$ cat config.mk
export PLATFORM = sky130hd
export DESIGN_NAME = axi_xbar_1to2
export DESIGN_NICKNAME = d
export VERILOG_FILES = /design/src/rtl/axi_xbar_1to2_pkg.sv /design/src/rtl/axi_xbar_1to2_addr_dec.sv /design/src/rtl/axi_xbar_1to2.sv
export SDC_FILE = /design/constraint.sdc
export NUM_CORES = 1
export LEC_CHECK = 0
export BUFFER_PORTS_ARGS = -buffer_cell sky130_fd_sc_hd__buf_4
export CORE_AREA = 2 2 220 222
export DETAILED_ROUTE_END_ITERATION = 8
export DIE_AREA = 0 0 222 224
export SYNTH_ARGS = -nofsm -noshare
export SYNTH_HDL_FRONTEND = slang
export SYNTH_SLANG_ARGS = --single-unit
export TNS_END_PERCENT = 30
$ cat constraint.sdc
create_clock -name clk -period 1.43 [get_ports clk]
set_input_delay 0.2145 -clock clk [delete_from_list [all_inputs] [get_ports clk]]
set_output_delay 0.2145 -clock clk [all_outputs]
set_load 0.01 [all_outputs]
$ cat src/rtl/axi_xbar_1to2_pkg.sv
// Shared types and constants for the 1-master / 2-slave AXI router.
package axi_xbar_1to2_pkg;

    typedef enum logic {
        RD_IDLE = 1'b0,
        RD_DATA = 1'b1
    } rd_state_t;

    typedef enum logic [1:0] {
        WR_IDLE = 2'd0,
        WR_DATA = 2'd1,
        WR_RESP = 2'd2
    } wr_state_t;

    localparam logic [31:0] CLINT_BASE_DEF = 32'h0200_0000;
    localparam logic [31:0] CLINT_MASK_DEF = 32'hFFFF_0000;

    localparam logic [1:0] AXI_RESP_OKAY   = 2'b00;
    localparam logic [1:0] AXI_RESP_EXOKAY = 2'b01;
    localparam logic [1:0] AXI_RESP_SLVERR = 2'b10;
    localparam logic [1:0] AXI_RESP_DECERR = 2'b11;

endpackage

$ cat src/rtl/axi_xbar_1to2_addr_dec.sv
// Address-to-slave decoder: 0 selects the CLINT window, 1 everything else.
module xbar_addr_dec
    import axi_xbar_1to2_pkg::*;
#(
    parameter logic [31:0] BASE = CLINT_BASE_DEF,
    parameter logic [31:0] MASK = CLINT_MASK_DEF
) (
    input  logic [31:0] i_addr,
    output logic        o_sel
);

    assign o_sel = ((i_addr & MASK) == BASE) ? 1'b0 : 1'b1;

endmodule

$ cat src/rtl/axi_xbar_1to2.sv
// AXI4 1-to-2 router with independent single-outstanding read and write paths.
// Zero added latency: payload fans out to both slaves, only valid/ready are steered.
module axi_xbar_1to2
    import axi_xbar_1to2_pkg::*;
#(
    parameter logic [31:0] CLINT_BASE = CLINT_BASE_DEF,
    parameter logic [31:0] CLINT_MASK = CLINT_MASK_DEF
) (
    input  logic        clk,
    input  logic        reset,
    // master side
    input  logic        m_awvalid,
    output logic        m_awready,
    input  logic [31:0] m_awaddr,
    input  logic [3:0]  m_awid,
    input  logic [7:0]  m_awlen,
    input  logic [2:0]  m_awsize,
    input  logic [1:0]  m_awburst,
    input  logic        m_wvalid,
    output logic        m_wready,
    input  logic [31:0] m_wdata,
    input  logic [3:0]  m_wstrb,
    input  logic        m_wlast,
    output logic        m_bvalid,
    input  logic        m_bready,
    output logic [1:0]  m_bresp,
    output logic [3:0]  m_bid,
    input  logic        m_arvalid,
    output logic        m_arready,
    input  logic [31:0] m_araddr,
    input  logic [3:0]  m_arid,
    input  logic [7:0]  m_arlen,
    input  logic [2:0]  m_arsize,
    input  logic [1:0]  m_arburst,
    output logic        m_rvalid,
    input  logic        m_rready,
    output logic [31:0] m_rdata,
    output logic [1:0]  m_rresp,
    output logic        m_rlast,
    output logic [3:0]  m_rid,
    // slave 0 (CLINT)
    output logic        s0_awvalid,
    input  logic        s0_awready,
    output logic [31:0] s0_awaddr,
    output logic [3:0]  s0_awid,
    output logic [7:0]  s0_awlen,
    output logic [2:0]  s0_awsize,
    output logic [1:0]  s0_awburst,
    output logic        s0_wvalid,
    input  logic        s0_wready,
    output logic [31:0] s0_wdata,
    output logic [3:0]  s0_wstrb,
    output logic        s0_wlast,
    input  logic        s0_bvalid,
    output logic        s0_bready,
    input  logic [1:0]  s0_bresp,
    input  logic [3:0]  s0_bid,
    output logic        s0_arvalid,
    input  logic        s0_arready,
    output logic [31:0] s0_araddr,
    output logic [3:0]  s0_arid,
    output logic [7:0]  s0_arlen,
    output logic [2:0]  s0_arsize,
    output logic [1:0]  s0_arburst,
    input  logic        s0_rvalid,
    output logic        s0_rready,
    input  logic [31:0] s0_rdata,
    input  logic [1:0]  s0_rresp,
    input  logic        s0_rlast,
    input  logic [3:0]  s0_rid,
    // slave 1 (memory / peripheral bus)
    output logic        s1_awvalid,
    input  logic        s1_awready,
    output logic [31:0] s1_awaddr,
    output logic [3:0]  s1_awid,
    output logic [7:0]  s1_awlen,
    output logic [2:0]  s1_awsize,
    output logic [1:0]  s1_awburst,
    output logic        s1_wvalid,
    input  logic        s1_wready,
    output logic [31:0] s1_wdata,
    output logic [3:0]  s1_wstrb,
    output logic        s1_wlast,
    input  logic        s1_bvalid,
    output logic        s1_bready,
    input  logic [1:0]  s1_bresp,
    input  logic [3:0]  s1_bid,
    output logic        s1_arvalid,
    input  logic        s1_arready,
    output logic [31:0] s1_araddr,
    output logic [3:0]  s1_arid,
    output logic [7:0]  s1_arlen,
    output logic [2:0]  s1_arsize,
    output logic [1:0]  s1_arburst,
    input  logic        s1_rvalid,
    output logic        s1_rready,
    input  logic [31:0] s1_rdata,
    input  logic [1:0]  s1_rresp,
    input  logic        s1_rlast,
    input  logic [3:0]  s1_rid
);

    rd_state_t r_rd_state, w_rd_next;
    wr_state_t r_wr_state, w_wr_next;
    logic      r_rsel, r_wsel;
    logic      w_ar_sel, w_aw_sel;

    xbar_addr_dec #(.BASE(CLINT_BASE), .MASK(CLINT_MASK)) u_ar_dec (
        .i_addr (m_araddr),
        .o_sel  (w_ar_sel)
    );

    xbar_addr_dec #(.BASE(CLINT_BASE), .MASK(CLINT_MASK)) u_aw_dec (
        .i_addr (m_awaddr),
        .o_sel  (w_aw_sel)
    );

    // Payload fans out unconditionally; the slaves only act on their gated valids.
    assign s0_araddr  = m_araddr;   assign s1_araddr  = m_araddr;
    assign s0_arid    = m_arid;     assign s1_arid    = m_arid;
    assign s0_arlen   = m_arlen;    assign s1_arlen   = m_arlen;
    assign s0_arsize  = m_arsize;   assign s1_arsize  = m_arsize;
    assign s0_arburst = m_arburst;  assign s1_arburst = m_arburst;
    assign s0_awaddr  = m_awaddr;   assign s1_awaddr  = m_awaddr;
    assign s0_awid    = m_awid;     assign s1_awid    = m_awid;
    assign s0_awlen   = m_awlen;    assign s1_awlen   = m_awlen;
    assign s0_awsize  = m_awsize;   assign s1_awsize  = m_awsize;
    assign s0_awburst = m_awburst;  assign s1_awburst = m_awburst;
    assign s0_wdata   = m_wdata;    assign s1_wdata   = m_wdata;
    assign s0_wstrb   = m_wstrb;    assign s1_wstrb   = m_wstrb;
    assign s0_wlast   = m_wlast;    assign s1_wlast   = m_wlast;

    assign m_rdata = r_rsel ? s1_rdata : s0_rdata;
    assign m_rresp = r_rsel ? s1_rresp : s0_rresp;
    assign m_rlast = r_rsel ? s1_rlast : s0_rlast;
    assign m_rid   = r_rsel ? s1_rid   : s0_rid;
    assign m_bresp = r_wsel ? s1_bresp : s0_bresp;
    assign m_bid   = r_wsel ? s1_bid   : s0_bid;

    always_ff @(posedge clk) begin
        if (reset) begin
            r_rd_state <= RD_IDLE;
            r_wr_state <= WR_IDLE;
            r_rsel     <= 1'b1;
            r_wsel     <= 1'b1;
        end else begin
            r_rd_state <= w_rd_next;
            r_wr_state <= w_wr_next;
            if (r_rd_state == RD_IDLE && m_arvalid && m_arready)
                r_rsel <= w_ar_sel;
            if (r_wr_state == WR_IDLE && m_awvalid && m_awready)
                r_wsel <= w_aw_sel;
        end
    end

    // Read path; handshakes are forced off while reset is held.
    always_comb begin
        w_rd_next  = r_rd_state;
        s0_arvalid = 1'b0;
        s1_arvalid = 1'b0;
        m_arready  = 1'b0;
        m_rvalid   = 1'b0;
        s0_rready  = 1'b0;
        s1_rready  = 1'b0;
        case (r_rd_state)
            RD_IDLE: begin
                s0_arvalid = m_arvalid & ~w_ar_sel;
                s1_arvalid = m_arvalid &  w_ar_sel;
                m_arready  = w_ar_sel ? s1_arready : s0_arready;
                if (m_arvalid && m_arready)
                    w_rd_next = RD_DATA;
            end
            RD_DATA: begin
                m_rvalid  = r_rsel ? s1_rvalid : s0_rvalid;
                s0_rready = ~r_rsel & m_rready;
                s1_rready =  r_rsel & m_rready;
                if (m_rvalid && m_rready && m_rlast)
                    w_rd_next = RD_IDLE;
            end
            default: w_rd_next = RD_IDLE;
        endcase
        if (reset) begin
            s0_arvalid = 1'b0;
            s1_arvalid = 1'b0;
            m_arready  = 1'b0;
            m_rvalid   = 1'b0;
            s0_rready  = 1'b0;
            s1_rready  = 1'b0;
        end
    end

    // Write path; B from a slave is invisible outside WR_RESP.
    always_comb begin
        w_wr_next  = r_wr_state;
        s0_awvalid = 1'b0;
        s1_awvalid = 1'b0;
        m_awready  = 1'b0;
        s0_wvalid  = 1'b0;
        s1_wvalid  = 1'b0;
        m_wready   = 1'b0;
        m_bvalid   = 1'b0;
        s0_bready  = 1'b0;
        s1_bready  = 1'b0;
        case (r_wr_state)
            WR_IDLE: begin
                s0_awvalid = m_awvalid & ~w_aw_sel;
                s1_awvalid = m_awvalid &  w_aw_sel;
                m_awready  = w_aw_sel ? s1_awready : s0_awready;
                if (m_awvalid && m_awready)
                    w_wr_next = WR_DATA;
            end
            WR_DATA: begin
                s0_wvalid = m_wvalid & ~r_wsel;
                s1_wvalid = m_wvalid &  r_wsel;
                m_wready  = r_wsel ? s1_wready : s0_wready;
                if (m_wvalid && m_wready && m_wlast)
                    w_wr_next = WR_RESP;
            end
            WR_RESP: begin
                m_bvalid  = r_wsel ? s1_bvalid : s0_bvalid;
                s0_bready = ~r_wsel & m_bready;
                s1_bready =  r_wsel & m_bready;
                if (m_bvalid && m_bready)
                    w_wr_next = WR_IDLE;
            end
            default: w_wr_next = WR_IDLE;
        endcase
        if (reset) begin
            s0_awvalid = 1'b0;
            s1_awvalid = 1'b0;
            m_awready  = 1'b0;
            s0_wvalid  = 1'b0;
            s1_wvalid  = 1'b0;
            m_wready   = 1'b0;
            m_bvalid   = 1'b0;
            s0_bready  = 1'b0;
            s1_bready  = 1'b0;
        end
    end

endmodule
==> results.txt <==
The run finished, with violations left. The final reports fail on negative setup slack. TritonCTS built the clock tree. The largest net degree at the start of global routing came out at 23. The count of fill cells added during filler insertion is approximately 5,400.

The required arrival time at the worst endpoint is around 1200 ps. The via count of the routed design came out at 2,454. The finished cells cover 0.00476 sq mm. The number of placed cells counting well taps is 1,031. The root buffer cell chosen for the clock tree is clkbuf_16. The number of placed I/O pins is roughly 570. buf_4 takes more of the synthesized area than any other cell. The path class of the tightest hold or removal check is in -> reg. Across the routed clock network, the largest skew measured is 0.219 ps. The global-route congestion overflow total is 0. The sequential standard cell area came out at 114 sq um.

The share of synthesized flip-flops with an asynchronous set or reset is 0. The leakage power is 2.24 nW. The clock period minus final worst setup slack is about 1600 ps. The total global-route track usage is 0.0496.

The worst setup path is of the reg -> out kind. Walking the worst path, the cells encountered are clkbuf_16 > mux2_2 > buf_4. The power per cell area is 351 mW/mm^2.

The final RePlAce weighted congestion is 0.631. The number of buffers created by CTS came out at 3. The chip width came out at 222 microns. STA classifies the critical path endpoint as an output pin. The total number of placement rows came out at 80. The hold-fix buffer count after cts came out at 0. The global-route wire length before repair came out at 17,700 microns.

The count of warnings emitted by yosys came out at 0. The number of nets in the synthesized netlist is 630. The number of buffers between clock root and the deepest sink came out at 2.

The number of synthesized flops with an enable pin came out at 0. The internal portion of the total power is around 0.0012 W. Of the total power, combinational logic draws 0.624. Of the cells placed in the final design, the portion with a size suffix greater than 1 is 0.918. Setup repair after global routing could not meet its margin everywhere.

The worst-skew pair later-pin latency came out at 230 ps. The number of buffers added on ports came out at 265. The final HPWL from detailed placement came out at 11,700 microns. The worst hold margin came out at around 250 ps. The number of different library cells in the post-synthesis netlist came out at 25.

The number of antenna cells inserted came out at 0. The full die area is 0.0497 sq mm. Data arrives at the worst endpoint at 1340 ps. The die span in y came out at between 200 and 250 microns. The core area came out at between 0.04 and 0.05 sq mm.

The number of max-cap violations came out at 0. The average size of a mapped cell came out at between 7 and 8 sq um. Synthesis produced a netlist whose cell count is 388. The DRC violations left came out at 0. The area of the multi-input gates is 0.00122 sq mm. The total power consumption of the routed design came out at 0.00167 W. In the routed layout, each cell is associated on average with a via count of ~2.4.

The via count of the first global-routing pass came to 2,467. The portion of the post-synthesis area used by sequential elements came out at 0.0326. Derived from the worst setup path, the maximum achievable clock frequency is 643 MHz. In the final routed layout, each cell accounts on average for ~14 microns.

The clock-pin slew on the worst setup and hold paths is around 40 ps. Of the total power, the share spent switching nets is 0.293. The relative contribution of sequential cells to total power came out at 0.089. The total routed wirelength came out at 14,200 microns. For the pin with the worst max-slew slack, the measured transition is 218 ps. The number of max-slew violations in the final report came to 0. The commonest register cell after synthesis is dfxtp_1. The total number of nets in the final design came out at ~670.

The initial standard-cell utilization of the core came out at 0.0649. In this run the power spent charging and discharging nets is 0.000490 W. The peak per-stage delay on the critical path came out at 410 ps. The worst slew margin relative to its limit came out at 0.853. The critical-path maximum fanout is 11.

The number of storage elements in the synthesis netlist came out at 5. The post-synthesis instance area is 0.00307 sq mm. The number of H-tree levels is 1. Once placement finished, the instance area stood at 0.00411 sq mm. After synthesis, the cell types taking the most area are buf_4, mux2_2, dfxtp_1. Once layout is complete, the cells apart from fillers number about 1,000.

The worst ir drop on vdd came out at 0.225 mV. The final count of hold timing violations came to 0. The final worst-path cycle share is 1.09. In the post-route analysis, the smallest setup slack over all paths is -124 ps. The detail route stage leaves a number of antenna-violating nets equal to 0. The worst setup path is launched from a flop.

Compared with the post-synthesis result, the final layout area differs by 54.9%. The number of DRC markers in iteration 0 is 61. The number of antenna violations at the first check in global routing came out at 3. The clock sink total came out at 5.

The area share of the leading cell type in the synthesized netlist is 0.662. Setup violations remaining at the end of the flow were counted as 50. Among all stages on the critical path, the largest delay is contributed by dfxtp_4. The power share of the clock group came out at 0.287. The pre-antenna-repair detailed-routing pass consisted of 4 iterations.
## kinds of logic (layout without fill, tap and decap cells)
kind of cell / after synthesis / after routing / synth area share
AOI/OAI and AO/OA: 8 / 8 / 0.0167
buffers and inverters: 277 / 314 / 0.672
DFF: 5 / 5 / 0.0326
muxes: 50 / 50 / 0.181
and+or+nand+nor: 48 / 48 / 0.0981
## power groups by stage
stage | Combinational (W) | Sequential [W] | Clock (W)
after floorplan | 0.000937 | 0.000151 | 0
after global placement | 0.000899 | 0.000152 | 0
after detailed placement | 0.000910 | 0.000153 | 0
after CTS | 0.000989 | 0.000149 | 0.000501
after global routing | 0.00111 | 0.000151 | 0.000509
final | 0.00104 | 0.000150 | 0.000480
## area by class of cell
| class | instances | share of cell area |
|---|---|---|
| timing repair buffer | 310 | 0.541 |
| multi-input combinational | 106 | 0.257 |
| tap | 615 | 0.162 |
| sequential | 5 | 0.0239 |
| clock buffer | 4 | 0.0165 |
## synth_stat cells, types with 2 or more instances
master    instances
mux2_2           45
buf_4           271
and3_1            2
a21oi_1           4
nand2_1           9
nor2b_1           7
nor3_1            4
nor4_2            3
nor4_1            3
nand2b_1          2
buf_2             6
nor2_1           11
mux2i_1           5
dfxtp_1           5
## registers in the layout (all words and copies together) (netlist names)
signal and flops:
r_wr_state 2, r_rd_state 1, r_rsel 1, r_wsel 1
## stage by stage
stage	TNS, ps	utilization	setup slack [ps]
global placement	-450	0.0868	-149
detailed placement	-404	0.0868	-117
global route	-6620	0.101	-172
CTS	-4570	0.0951	-126
floorplan	0	-	131
finish	-3700	0.101	-124
## metal layers
metal	share of wire	vias up	GRT usage
li1	-	1057	-
met1	0.28	1003	0.0416
met2	0.48	299	0.0861
met3	0.16	91	0.0289
met4	0.079	4	0.0386
met5	0.0018	-	0
## critical path: cells and delay by family (launching register included)
kind	cells	cell delay, ps
flip-flops	1	410
buffers and inverters	2	350
multiplexers	1	350
## final timing paths
kind | from | to | slack [ps] | cells past startpoint
max | r_rsel | m_rdata[17] | -120 | 3
min | s1_awready | r_wsel | 250 | 3
max reg2reg | r_wsel | r_wr_state[1] | 50 | 6
min reg2reg | r_rd_state | r_rd_state | 620 | 2
## repair_timing
item	in CTS	in global routing
setup buffers	2	3
gates resized for setup	78	50
gates cloned	1	1
pin swaps	3	7
setup endpoints to repair	56	58
endpoints found under the hold margin	0	0
## cell usage in the layout (no fill, tap or decap), drive strengths merged
| cell type | count |
|---|---|
| a21oi | 4 |
| a2bb2oi | 1 |
| and2 | 1 |
| and3 | 2 |
| buf | 309 |
| clkbuf | 5 |
| dfxtp | 5 |
| mux2 | 45 |
| mux2i | 5 |
| nand2 | 9 |
| nand2b | 2 |
| nand3b | 1 |
| nand4 | 2 |
| nor2 | 11 |
| nor2b | 7 |
| nor3 | 4 |
| nor4 | 6 |
| nor4b | 3 |
| o21bai | 1 |
| o22ai | 1 |
| o2bb2ai | 1 |
Power figures use the tool's default switching activity.
